==> src/rtl/spm_pkg.sv <==
// Shared constants for the SPM controller: FSM state codes, opcodes and bus-2 select codes.
// SPM_CTRL_IRQ_EN adds the interrupt states and the RTI opcode.
package spm_pkg;

    typedef enum logic [3:0] {
        S_IDLE = 4'd0,
        S_FET1 = 4'd1,
        S_FET2 = 4'd2,
        S_DEC  = 4'd3,
        S_EX1  = 4'd4,
        S_RD1  = 4'd5,
        S_RD2  = 4'd6,
        S_WR1  = 4'd7,
        S_WR2  = 4'd8,
        S_BR1  = 4'd9,
        S_BR2  = 4'd10,
        S_HALT = 4'd11
`ifdef SPM_CTRL_IRQ_EN
        ,
        S_INT1 = 4'd12,
        S_INT2 = 4'd13
`endif
    } state_t;

    localparam int unsigned OP_NOP = 0;
    localparam int unsigned OP_ADD = 1;
    localparam int unsigned OP_SUB = 2;
    localparam int unsigned OP_AND = 3;
    localparam int unsigned OP_NOT = 4;
    localparam int unsigned OP_RD  = 5;
    localparam int unsigned OP_WR  = 6;
    localparam int unsigned OP_BR  = 7;
    localparam int unsigned OP_BRZ = 8;
    localparam int unsigned OP_EQZ = 9;
    localparam int unsigned OP_HLT = 10;
    localparam int unsigned OP_RTI = 11;

    localparam logic [1:0] BUS2_ALU  = 2'd0;
    localparam logic [1:0] BUS2_BUS1 = 2'd1;
    localparam logic [1:0] BUS2_MEM  = 2'd2;

endpackage

==> src/rtl/spm_ctrl_v2.sv <==
// Microsequencer for the simple processor: fetch / decode / execute with memory-ready handshakes.
// Defining SPM_CTRL_IRQ_EN adds irq/irq_ack, the INT1/INT2 entry sequence and the RTI opcode.
module spm_ctrl_v2
    import spm_pkg::*;
#(
    parameter int WORD_W       = 8,
    parameter int OP_W         = 4,
    parameter int REG_AW       = 2,
    parameter int IRQ_VEC_CODE = (2 ** REG_AW) + 1,
    localparam int NUM_REGS    = 2 ** REG_AW,
    localparam int SEL1_W      = $clog2(NUM_REGS + 2)
) (
    input  logic                clk,
    input  logic                rst,
    input  logic [WORD_W-1:0]   instruction,
    input  logic                zero,
    input  logic                mem_ready,
    input  logic                go,
    output logic [NUM_REGS-1:0] load_reg,
    output logic                load_pc,
    output logic                inc_pc,
    output logic                load_ir,
    output logic                load_addr,
    output logic                load_y,
    output logic                load_z,
    output logic [SEL1_W-1:0]   sel_bus1,
    output logic [1:0]          sel_bus2,
    output logic                mem_rd,
    output logic                write,
    output logic                halted,
    output logic                illegal
`ifdef SPM_CTRL_IRQ_EN
    ,
    input  logic                irq,
    output logic                irq_ack
`endif
);

    localparam logic [SEL1_W-1:0] SEL1_PC = SEL1_W'(NUM_REGS);

    // Reject field layouts that overlap and vector codes outside the bus-1 range.
    if ((OP_W + 2 * REG_AW > WORD_W) || (IRQ_VEC_CODE > NUM_REGS + 1)) begin : g_param_check
        $error("spm_ctrl_v2: inconsistent WORD_W/OP_W/REG_AW/IRQ_VEC_CODE");
    end

    logic [OP_W-1:0]   op;
    logic [REG_AW-1:0] src;
    logic [REG_AW-1:0] dest;

    assign op   = instruction[WORD_W-1 -: OP_W];
    assign src  = instruction[2*REG_AW-1:REG_AW];
    assign dest = instruction[REG_AW-1:0];

    state_t state_q, state_d;
    logic   illegal_q, illegal_d;
`ifdef SPM_CTRL_IRQ_EN
    logic   in_service_q, in_service_d;
`endif

    // NOTE: sequential state uses non-blocking assignments so every flop samples pre-edge values.
    always_ff @(posedge clk or negedge rst) begin
        if (!rst) begin
            state_q      <= S_IDLE;
            illegal_q    <= 1'b0;
`ifdef SPM_CTRL_IRQ_EN
            in_service_q <= 1'b0;
`endif
        end else begin
            state_q      <= state_d;
            illegal_q    <= illegal_d;
`ifdef SPM_CTRL_IRQ_EN
            in_service_q <= in_service_d;
`endif
        end
    end

    assign illegal = illegal_q;

    always_comb begin
        // NOTE: every output and next-state value gets a default first, so no path infers a latch.
        state_d   = state_q;
        illegal_d = illegal_q;
        load_reg  = '0;
        load_pc   = 1'b0;
        inc_pc    = 1'b0;
        load_ir   = 1'b0;
        load_addr = 1'b0;
        load_y    = 1'b0;
        load_z    = 1'b0;
        sel_bus1  = '0;
        sel_bus2  = BUS2_ALU;
        mem_rd    = 1'b0;
        write     = 1'b0;
        halted    = 1'b0;
`ifdef SPM_CTRL_IRQ_EN
        in_service_d = in_service_q;
        irq_ack      = 1'b0;
`endif

        case (state_q)
            S_IDLE: state_d = S_FET1;

            S_FET1: begin
                sel_bus1  = SEL1_PC;
                sel_bus2  = BUS2_BUS1;
                load_addr = 1'b1;
                state_d   = S_FET2;
`ifdef SPM_CTRL_IRQ_EN
                if (irq && !in_service_q) state_d = S_INT1;
`endif
            end

            // Memory states hold with mem_rd/write up; strobes fire only in the ready cycle.
            S_FET2: begin
                mem_rd   = 1'b1;
                sel_bus2 = BUS2_MEM;
                if (mem_ready) begin
                    load_ir = 1'b1;
                    inc_pc  = 1'b1;
                    state_d = S_DEC;
                end
            end

            S_DEC: begin
                case (op)
                    OP_W'(OP_NOP): state_d = S_FET1;
                    OP_W'(OP_ADD), OP_W'(OP_SUB), OP_W'(OP_AND), OP_W'(OP_EQZ): begin
                        sel_bus1 = SEL1_W'(src);
                        sel_bus2 = BUS2_BUS1;
                        load_y   = 1'b1;
                        state_d  = S_EX1;
                    end
                    OP_W'(OP_NOT): begin
                        sel_bus1       = SEL1_W'(src);
                        sel_bus2       = BUS2_ALU;
                        load_z         = 1'b1;
                        load_reg[dest] = 1'b1;
                        state_d        = S_FET1;
                    end
                    OP_W'(OP_RD), OP_W'(OP_WR), OP_W'(OP_BR): begin
                        sel_bus1  = SEL1_PC;
                        sel_bus2  = BUS2_BUS1;
                        load_addr = 1'b1;
                        state_d   = (op == OP_W'(OP_RD)) ? S_RD1 :
                                    (op == OP_W'(OP_WR)) ? S_WR1 : S_BR1;
                    end
                    OP_W'(OP_BRZ): begin
                        if (zero) begin
                            sel_bus1  = SEL1_PC;
                            sel_bus2  = BUS2_BUS1;
                            load_addr = 1'b1;
                            state_d   = S_BR1;
                        end else begin
                            inc_pc  = 1'b1;
                            state_d = S_FET1;
                        end
                    end
                    OP_W'(OP_HLT): state_d = S_HALT;
`ifdef SPM_CTRL_IRQ_EN
                    OP_W'(OP_RTI): begin
                        sel_bus1     = SEL1_W'(NUM_REGS - 1);
                        sel_bus2     = BUS2_BUS1;
                        load_pc      = 1'b1;
                        in_service_d = 1'b0;
                        state_d      = S_FET1;
                    end
`endif
                    default: begin
                        illegal_d = 1'b1;
                        state_d   = S_HALT;
                    end
                endcase
            end

            S_EX1: begin
                sel_bus1       = SEL1_W'(dest);
                sel_bus2       = BUS2_ALU;
                load_z         = 1'b1;
                load_reg[dest] = 1'b1;
                state_d        = S_FET1;
            end

            // RD1/WR1/BR1 read the operand address word that follows the opcode.
            S_RD1, S_WR1: begin
                mem_rd   = 1'b1;
                sel_bus2 = BUS2_MEM;
                if (mem_ready) begin
                    load_addr = 1'b1;
                    inc_pc    = 1'b1;
                    state_d   = (state_q == S_RD1) ? S_RD2 : S_WR2;
                end
            end

            S_RD2: begin
                mem_rd   = 1'b1;
                sel_bus2 = BUS2_MEM;
                if (mem_ready) begin
                    load_reg[dest] = 1'b1;
                    state_d        = S_FET1;
                end
            end

            S_WR2: begin
                write    = 1'b1;
                sel_bus1 = SEL1_W'(src);
                if (mem_ready) state_d = S_FET1;
            end

            S_BR1: begin
                mem_rd   = 1'b1;
                sel_bus2 = BUS2_MEM;
                if (mem_ready) begin
                    load_addr = 1'b1;
                    state_d   = S_BR2;
                end
            end

            S_BR2: begin
                mem_rd   = 1'b1;
                sel_bus2 = BUS2_MEM;
                if (mem_ready) begin
                    load_pc = 1'b1;
                    state_d = S_FET1;
                end
            end

            S_HALT: begin
                halted = 1'b1;
                if (go) begin
                    illegal_d = 1'b0;
                    state_d   = S_FET1;
                end
            end

`ifdef SPM_CTRL_IRQ_EN
            // Return address is parked in the top register before jumping to the vector.
            S_INT1: begin
                sel_bus1                = SEL1_PC;
                sel_bus2                = BUS2_BUS1;
                load_reg[NUM_REGS-1]    = 1'b1;
                irq_ack                 = 1'b1;
                in_service_d            = 1'b1;
                state_d                 = S_INT2;
            end

            S_INT2: begin
                sel_bus1 = SEL1_W'(IRQ_VEC_CODE);
                sel_bus2 = BUS2_BUS1;
                load_pc  = 1'b1;
                state_d  = S_FET1;
            end
`endif

            default: state_d = S_IDLE;
        endcase
    end

endmodule

==> config.mk <==
export PLATFORM = sky130hd
export DESIGN_NAME = spm_ctrl_v2
export DESIGN_NICKNAME = d
export VERILOG_FILES = /design/src/rtl/spm_pkg.sv /design/src/rtl/spm_ctrl_v2.sv
export SDC_FILE = /design/constraint.sdc
export NUM_CORES = 1
export LEC_CHECK = 0
export CAP_MARGIN = 20
export CORE_MARGIN = 2
export CORE_UTILIZATION = 45
export DETAILED_ROUTE_END_ITERATION = 12
export GPL_ROUTABILITY_DRIVEN = 0
export PLACE_DENSITY = 0.92
export SYNTH_ARGS = -nofsm -noshare
export SYNTH_HDL_FRONTEND = slang
export SYNTH_SLANG_ARGS = --single-unit
==> constraint.sdc <==
create_clock -name clk -period 3.1 [get_ports clk]
set_clock_uncertainty 0.15 [all_clocks]
set_input_delay 0.62 -clock clk [delete_from_list [all_inputs] [get_ports clk]]
set_output_delay 0.62 -clock clk [all_outputs]
set_load 0.05 [all_outputs]
==> results of run 1 <==
metal layers:
metal / share of wire (%) / global-route usage (%) / wire [um] / vias to the layer above
met5: 0 / 0 / 0 / -
met4: 5.4 / 12.4 / 148 / 0
met3: 9.5 / 10.0 / 260 / 21
met2: 50 / 52.6 / 1360 / 73
met1: 35 / 30.9 / 962 / 457
li1: - / - / - / 446
sequential cells by signal, indices dropped and copies added, names as in the netlist:
signal / count
state_q: 4
illegal: 1
layout by cell type, fill, tap and decap left out, drive strengths merged, types with 2 or more instances in the layout:
master	synthesis	layout
nor3b	3	3
nand2b	2	2
nor3	5	5
inv	4	4
dfrtp	5	5
o21a	2	2
a21oi	4	4
nor2	7	7
o21ai	8	8
clkbuf	2	4
or4	2	2
nand2	5	5
nor2b	4	4
a22o	2	2
nand4	4	4
clkdlybuf4s50	0	14
nand3b	3	3
buf	5	28
what timing repair did:
| action | in CTS | in global routing |
|---|---|---|
| hold endpoints to repair | 0 | 0 |
| endpoints found under the setup margin | 3 | 8 |
| pin swaps | 0 | 2 |
| resized for setup | 3 | 4 |
path summary, 6_finish.rpt:
path	start	end	slack [ns]	depth (start not counted)
max	instruction[5]	sel_bus1[0]	0.007	7
max reg2reg	state_q[1]	state_q[1]	1.12	4
max in group asynchronous	rst	state_q[1]	2.17	1
min reg2reg	illegal	illegal	0.44	2
min	rst	illegal	0.44	1
min in group clk	illegal	illegal	0.44	2
cells by family after synthesis:
| family | after synthesis |
|---|---|
| muxes | 1 |
| DFF | 5 |
| and+or+nand+nor | 46 |
| buffers and inverters | 11 |
| xor gates and xnor gates | 1 |
| AOI/OAI and AO/OA | 30 |
layout make-up:
cell class / count / area [um2]
Timing Repair Buffer: 43 / 538
Inverter: 4 / 15.0
Clock buffer: 4 / 26.3
Tap cell: 16 / 20.0
Sequential cell: 5 / 125
Fill cell: 87 / 228
Multi-Input combinational cell: 78 / 589
report_power, final:
part	internal, mW	switching (mW)
sequential	0.0922	0.0943
clock	0.0492	0.0351
combinational	0.467	0.634
total	0.609	0.764
==> impl_metrics.py, run 1 <==
metrics = {
    "outcome": {
        "status": "completed",
    },
    "synthesis": {
        "async_reset_ff_share_pct": 100,
        "synth.distinct_cells": 50,
        "synth_nets": 107,
        "synthMuxAreaShare_pct": 2.96,
        "synth_cells": 94,
        "synth_top_family_by_area": "simple AND/OR/NAND/NOR gates",
        "synth_compound_area_share_pct": 30.8,
        "ys.flop_type": "dfrtp_1",
        "synth_edf_count": 0,
        "yosys.area_share.simple_pct": 39.6,
        "ys_top_cells_by_count": "5 x dfrtp_1, 5 x nor2_1, 5 x nor3_1",
        "avgSynthCellArea_um2": 8.09,
        "synth-xor-area-share_pct": 1.15,
        "synth-seq-area-share_pct": 16.4,
        "ys_seq_elements": 5,
        "yosysTopAreaCell": "dfrtp_1",
        "yosys_warnings": 0,
        "syn_area_um2": 761,
        "synthTopCellsByArea": "dfrtp_1 16%, buf_6 4.4%, o32ai_4 3.6%, nand4_1 3.3%, nor2b_1 3.3%",
        "synthAdderAreaFrac_pct": 0,
        "synth_top_area_share_pct": 16.4,
    },
    "sta": {
        "setup_slack_ns": 0.00695,
        "tightestPinTransition_ns": 0.667,
        "finalSetupViolCount": 0,
        "finalHoldViolations": 0,
        "post-route-min-period_ns": 3.09,
        "final_max_slew_viol_count": 0,
        "timing.hold.ws_ns": 0.436,
        "max_freq_mhz": 323,
        "max_slew_margin_pct": 55.5,
        "period_share_pct": 99.8,
        "fin_setup_tns_ns": 0,
    },
    "finish": {
        "finish.utilization_pct": 85.2,
        "fin_area_um2": 1310,
        "fin_cells": 150,
        "layout.nets": 148,
        "drive_gt1_share_pct": 34.3,
        "area_growth_pct": 72.7,
        "n_antenna_cell": 0,
    },
    "place": {
        "io_buffers": 31,
        "dp_cells": 146,
        "place_area_um2": 1260,
        "dp_slack_ns": -0.0232,
        "place_hpwl_um": 2010,
    },
    "worst_setup_path": {
        "startpoint_type": "input pin",
        "crit_fanout": 7,
        "crit_arrival_ns": 2.32,
        "required_ns": 2.33,
        "crit_buf_inv": 3,
        "end_kind": "primary output",
        "crit_family": "compound AO/OA/AOI/OAI gates",
        "critical_path_class": "in -> out",
        "crit_chain": "clkdlybuf4s50_1 -> buf_4 -> a211oi_1 -> nand4b_1 -> o311ai_1 -> a22o_1 -> buf_12",
        "slowest_stage": "clkdlybuf4s50_1",
        "slowest_delay_ns": 0.43,
    },
    "pwr": {
        "p_per_area_nw_per_um2": 1040,
        "power_mw": 1.37,
        "max-vdd-ir-drop_mv": 0.650,
        "leakage_nw": 0.540,
    },
    "clocking": {
        "cts.path.max_buffers": 2,
        "clkLatencyLatePin_ns": 0.25,
        "path_clk_slew_ns": 0.05,
        "post_cts_buffers": 0,
        "numClockSinks": 5,
        "cts_tree": "yes",
        "cts-root-buf": "clkbuf_4",
        "htreeDepth": 1,
        "numCtsBuffers": 3,
        "cts_hold_buffers": 0,
    },
    "route": {
        "via_per_inst": 6.65,
        "routed_wl_um": 2730,
        "drt_iter0_drc": 44,
        "drc": 0,
        "drt_first_pass_iters": 4,
        "ant_nets": 0,
        "routedWlPerCell_um": 18.2,
        "vias": 997,
    },
    "grt": {
        "grt_max_degree": 20,
        "track_usage_pct": 29.3,
        "grt_pass1_wl_um": 4340,
        "grt_overflow": 0,
        "grt_pass1_vias": 971,
        "antenna_found_initial": 0,
    },
    "die": {
        "dieArea_um2": 2040,
        "die_y_um": 45.1,
        "initial_utilization_pct": 49.4,
        "fp-row-count": 14,
        "core_area_um2": 1540,
        "die_w_um": 45.1,
        "io_pins": 32,
    },
    "flow_run": {
        "max-cap-violations": 0,
    },
    "min_path": {
        "min_path_type": "in -> async",
    },
}
Power figures use the tool's default switching activity.
==> run 2, diff against run 1 <==
--- a/config.mk
+++ b/config.mk
@@ -6,8 +6,8 @@
 export NUM_CORES = 1
 export LEC_CHECK = 0
 export CAP_MARGIN = 20
-export CORE_MARGIN = 2
 export CORE_UTILIZATION = 45
+export CTS_CLUSTER_DIAMETER = 200
 export DETAILED_ROUTE_END_ITERATION = 12
 export GPL_ROUTABILITY_DRIVEN = 0
 export PLACE_DENSITY = 0.92
==> impl_metrics.py, run 2 (synthesis results as in run 1) <==
metrics = {
    "place": {
        "place_hpwl_um": 1850,
        "io_buffers": 31,
        "dp_cells": 143,
    },
    "worst_setup_path": {
        "reg2reg_to": "state_q[1]",
        "required_ns": 2.33,
        "startpoint_type": "input pin",
        "crit_arrival_ns": 2.35,
        "crit_fanout": 3,
        "end_kind": "primary output",
        "reg2reg_slack_ns": 1.11,
        "crit-reg2reg-launch": "state_q[1]",
        "reg2reg_depth": 4,
        "critical_path_class": "in -> out",
    },
    "die": {
        "dieArea_um2": 1860,
        "initial_utilization_pct": 49.4,
        "fp-row-count": 14,
        "die_w_um": 43.1,
        "io_pins": 32,
        "core_area_um2": 1540,
        "die_y_um": 43.1,
    },
    "grt": {
        "grt_overflow": 0,
        "grt_max_degree": 20,
        "track_usage_pct": 26.5,
        "grt_pass1_vias": 891,
        "antenna_found_initial": 0,
        "grt_pass1_wl_um": 3870,
    },
    "outcome": {
        "status": "finished with violations",
        "violations": "setup timing",
    },
    "sta": {
        "period_share_pct": 101,
        "finalHoldViolations": 0,
        "post-route-min-period_ns": 3.12,
        "max_slew_margin_pct": 54.8,
        "max_freq_mhz": 320,
        "rsz0062_at_grt": "yes",
        "timing.hold.ws_ns": 0.449,
        "tightestPinTransition_ns": 0.678,
        "setup_slack_ns": -0.0237,
        "final_max_slew_viol_count": 0,
        "finalSetupViolCount": 1,
    },
    "route": {
        "drt_first_pass_iters": 7,
        "drc": 0,
        "via_per_inst": 6.84,
        "ant_nets": 0,
        "routedWlPerCell_um": 17.9,
        "drt_iter0_drc": 71,
        "routed_wl_um": 2640,
        "vias": 1005,
    },
    "pwr": {
        "p_per_area_nw_per_um2": 1040,
        "max-vdd-ir-drop_mv": 0.958,
        "leakage_nw": 0.516,
    },
    "flow_run": {
        "max-cap-violations": 0,
    },
    "finish": {
        "multiInputGateArea_um2": 614,
        "layout.nets": 145,
        "n_antenna_cell": 0,
        "drive_gt1_share_pct": 35.1,
        "regMostFlops": "state_q",
        "final_cell_mix": "15 x clkdlybuf4s50_1, 14 x buf_12, 11 x buf_4, 5 x nor2_1, 5 x dfrtp_1",
        "fin_cells": 147,
        "nFillCells": 79,
        "final_common_cell": "clkdlybuf4s50_1",
        "seq_area_um2": 125,
        "area_growth_pct": 72.7,
        "largest_register_ffs": 4,
    },
    "clocking": {
        "cts.path.max_buffers": 2,
        "htreeDepth": 1,
        "clkLatencyLatePin_ns": 0.25,
        "numCtsBuffers": 3,
        "cts_hold_buffers": 0,
        "post_cts_buffers": 0,
        "cts-root-buf": "clkbuf_4",
        "path_clk_slew_ns": 0.05,
        "cts_tree": "yes",
        "post_cts_resized": 1,
        "numClockSinks": 5,
    },
    "min_path": {
        "min_from": "illegal",
        "hold_depth": 2,
        "whs_endpoint": "illegal",
        "min_path_type": "reg -> reg",
    },
}
## run 2: worst max path at each step
stage,from,end,slack (ns)
after floorplan,instruction[5],load_reg[1],-0.40
after global placement,instruction[5],load_addr,0.06
after detailed placement,instruction[5],load_reg[1],-0.0003
after CTS,instruction[5],load_reg[2],-0.0006
after global routing,instruction[5],inc_pc,-0.06
final,instruction[6],inc_pc,-0.02
## run 2: metrics by stage
stage | setup TNS [ns] | cell area (um2) | util, % | setup slack (ns) | total power [mW]
global route | -0.0670 | 1310 | 85.2 | -0.0550 | 1.42
floorplan | -1.08 | 761 | - | -0.397 | 0.868
CTS | -0.000585 | 1270 | 82.5 | -0.000585 | 1.31
finish | -0.0237 | 1310 | 85.2 | -0.0237 | 1.36
global placement | 0 | 1240 | 80.4 | 0.0650 | 1.20
detailed placement | -0.000270 | 1240 | 80.4 | -0.000270 | 1.23
## run 2: final cells by class
class / count / area share (%)
clock buffer: 4 / 2.00
sequential: 5 / 9.52
tap: 16 / 1.52
multi-input combinational: 78 / 46.8
inverter: 4 / 1.14
timing repair buffer: 40 / 39.0
## run 2: routing by layer
layer	vias up	global-route usage [%]	part of all wire (%)
met1	468	31.2	35
met4	0	4.85	4.3
met3	18	5.11	8.6
met2	79	49.3	53
li1	440	-	-
met5	-	0	0
## run 2: report_power, final
group          internal (mW)  switching (mW)
sequential            0.0919           0.112
combinational          0.461           0.616
clock                 0.0490          0.0315
## run 2: critical path, cell delays in order
cell,delay (ns)
clkdlybuf4s50_1,0.47
or4b_4,0.52
nor3_1,0.27
a21oi_1,0.09
nor2_1,0.21
buf_12,0.17
==> run 3, diff against run 2 <==
--- a/config.mk
+++ b/config.mk
@@ -14,3 +14,4 @@
 export SYNTH_ARGS = -nofsm -noshare
 export SYNTH_HDL_FRONTEND = slang
 export SYNTH_SLANG_ARGS = --single-unit
+export TNS_END_PERCENT = 20
==> constraint.sdc (replaced) <==
create_clock -name clk -period 3.87 [get_ports clk]
set_clock_uncertainty 0.15 [all_clocks]
set_input_delay 0.774 -clock clk [delete_from_list [all_inputs] [get_ports clk]]
set_output_delay 0.774 -clock clk [all_outputs]
set_load 0.05 [all_outputs]
==> impl_metrics.py, run 3 (synthesis results as in run 1) <==
metrics = {
    "sta": {
        "timing.hold.ws_ns": 0.428,
        "post-route-min-period_ns": 3.55,
        "finalHoldViolations": 0,
        "period_share_pct": 91.8,
        "finalSetupViolCount": 0,
        "tightestPinTransition_ns": 0.680,
        "rsz0062_at_grt": "no",
        "max_slew_margin_pct": 54.7,
        "final_max_slew_viol_count": 0,
        "fin_setup_tns_ns": 0,
        "max_freq_mhz": 282,
    },
    "pwr": {
        "max-vdd-ir-drop_mv": 0.513,
        "power_mw": 1.01,
        "p_per_area_nw_per_um2": 876,
        "leakage_nw": 0.446,
    },
    "clocking": {
        "cts-root-buf": "clkbuf_4",
        "post_cts_buffers": 0,
        "numClockSinks": 5,
        "htreeDepth": 1,
        "cts.path.max_buffers": 2,
        "clkLatencyLatePin_ns": 0.24,
        "cts_hold_buffers": 0,
        "path_clk_slew_ns": 0.04,
        "post_cts_resized": 0,
        "cts_tree": "yes",
        "numCtsBuffers": 3,
    },
    "route": {
        "routed_wl_um": 2160,
        "drt_first_pass_iters": 4,
        "drt_iter0_drc": 35,
        "routedWlPerCell_um": 15.7,
        "via_per_inst": 6.26,
        "vias": 864,
        "ant_nets": 0,
        "drc": 0,
    },
    "grt": {
        "track_usage_pct": 25.3,
        "grt_max_degree": 21,
        "antenna_found_initial": 0,
        "grt_pass1_vias": 772,
        "grt_pass1_wl_um": 3600,
        "grt_overflow": 0,
    },
    "worst_setup_path": {
        "required_ns": 2.95,
        "critical_path_class": "in -> out",
        "crit_arrival_ns": 2.63,
        "startpoint_type": "input pin",
        "reg2reg_slack_ns": 1.83,
        "end_kind": "primary output",
        "crit_fanout": 9,
    },
    "min_path": {
        "min_path_type": "reg -> reg",
    },
    "die": {
        "die_y_um": 43.1,
        "dieArea_um2": 1860,
        "io_pins": 32,
        "die_w_um": 43.1,
        "fp-row-count": 14,
        "initial_utilization_pct": 49.4,
        "core_area_um2": 1540,
    },
    "finish": {
        "layout.nets": 136,
        "drive_gt1_share_pct": 21.3,
        "n_antenna_cell": 0,
        "regMostFlops": "state_q",
        "final_common_cell": "clkdlybuf4s50_1",
        "area_growth_pct": 52.3,
        "final_cell_mix": "19 x clkdlybuf4s50_1, 10 x buf_12, 5 x nor3_1, 5 x nor2_1, 5 x dfrtp_1",
        "nFillCells": 119,
        "fin_area_um2": 1160,
        "largest_register_ffs": 4,
    },
    "place": {
        "place_hpwl_um": 1670,
        "place_area_um2": 1130,
        "io_buffers": 31,
    },
    "outcome": {
        "status": "completed",
    },
    "flow_run": {
        "max-cap-violations": 0,
    },
}
run 3: cell count changes in the layout (fill, tap and decap cells not counted), moves of 2 or more:
cell	change
nor3b_1	+2
buf_12	-4
clkdlybuf4s50_1	+4
nor3b_2	-2
buf_4	-9
run 3: critical path: stages:
cell	delay [ns]
clkdlybuf4s50_1	0.61
nor2b_1	0.28
a41o_1	0.24
a31oi_1	0.08
nor3b_1	0.44
buf_12	0.20
run 3: final cells by class:
type	instances	area [um2]	area share (%)
inverters	4	15.0	1.30
repair buffers	31	405	35.0
flip-flops and latches	5	125	10.8
clock buffers	4	26.3	2.27
well taps	16	20.0	1.73
multi-input cells	78	567	48.9
run 3: report_power, final:
part | switching [mW] | leakage (nW) | internal [mW]
combinational | 0.446 | 0.373 | 0.334
sequential | 0.100 | 0.0578 | 0.0734
clock | 0.0220 | 0.0150 | 0.0390
total | 0.568 | 0.446 | 0.446
run 3: per-layer routing:
metal / GRT usage (%) / vias to the layer above / wire length (um)
li1: - / 421 / -
met1: 32.4 / 406 / 866
met2: 43.0 / 37 / 1150
met3: 5.96 / 0 / 149
met4: 4.85 / 0 / 0
met5: 0 / - / 0
run 3: stage by stage:
stage	setup WS [ns]	std cells	utilization [%]
after global placement	0.385	134	73.5
after CTS	0.327	138	75.2
after global routing	0.192	138	75.2
after detailed placement	0.338	134	73.5
after floorplan	0.0647	94	-
final	0.319	138	75.2
run 3: worst paths after layout:
kind                                     start           to  cells past startpoint
worst max-delay path            instruction[6]  load_reg[2]                      6
worst min-delay path                   illegal      illegal                      2
worst max register to register      state_q[0]   state_q[1]                      4
worst min register to register         illegal      illegal                      2
max in group asynchronous                  rst   state_q[3]                      1
min in group asynchronous                  rst   state_q[1]                      1
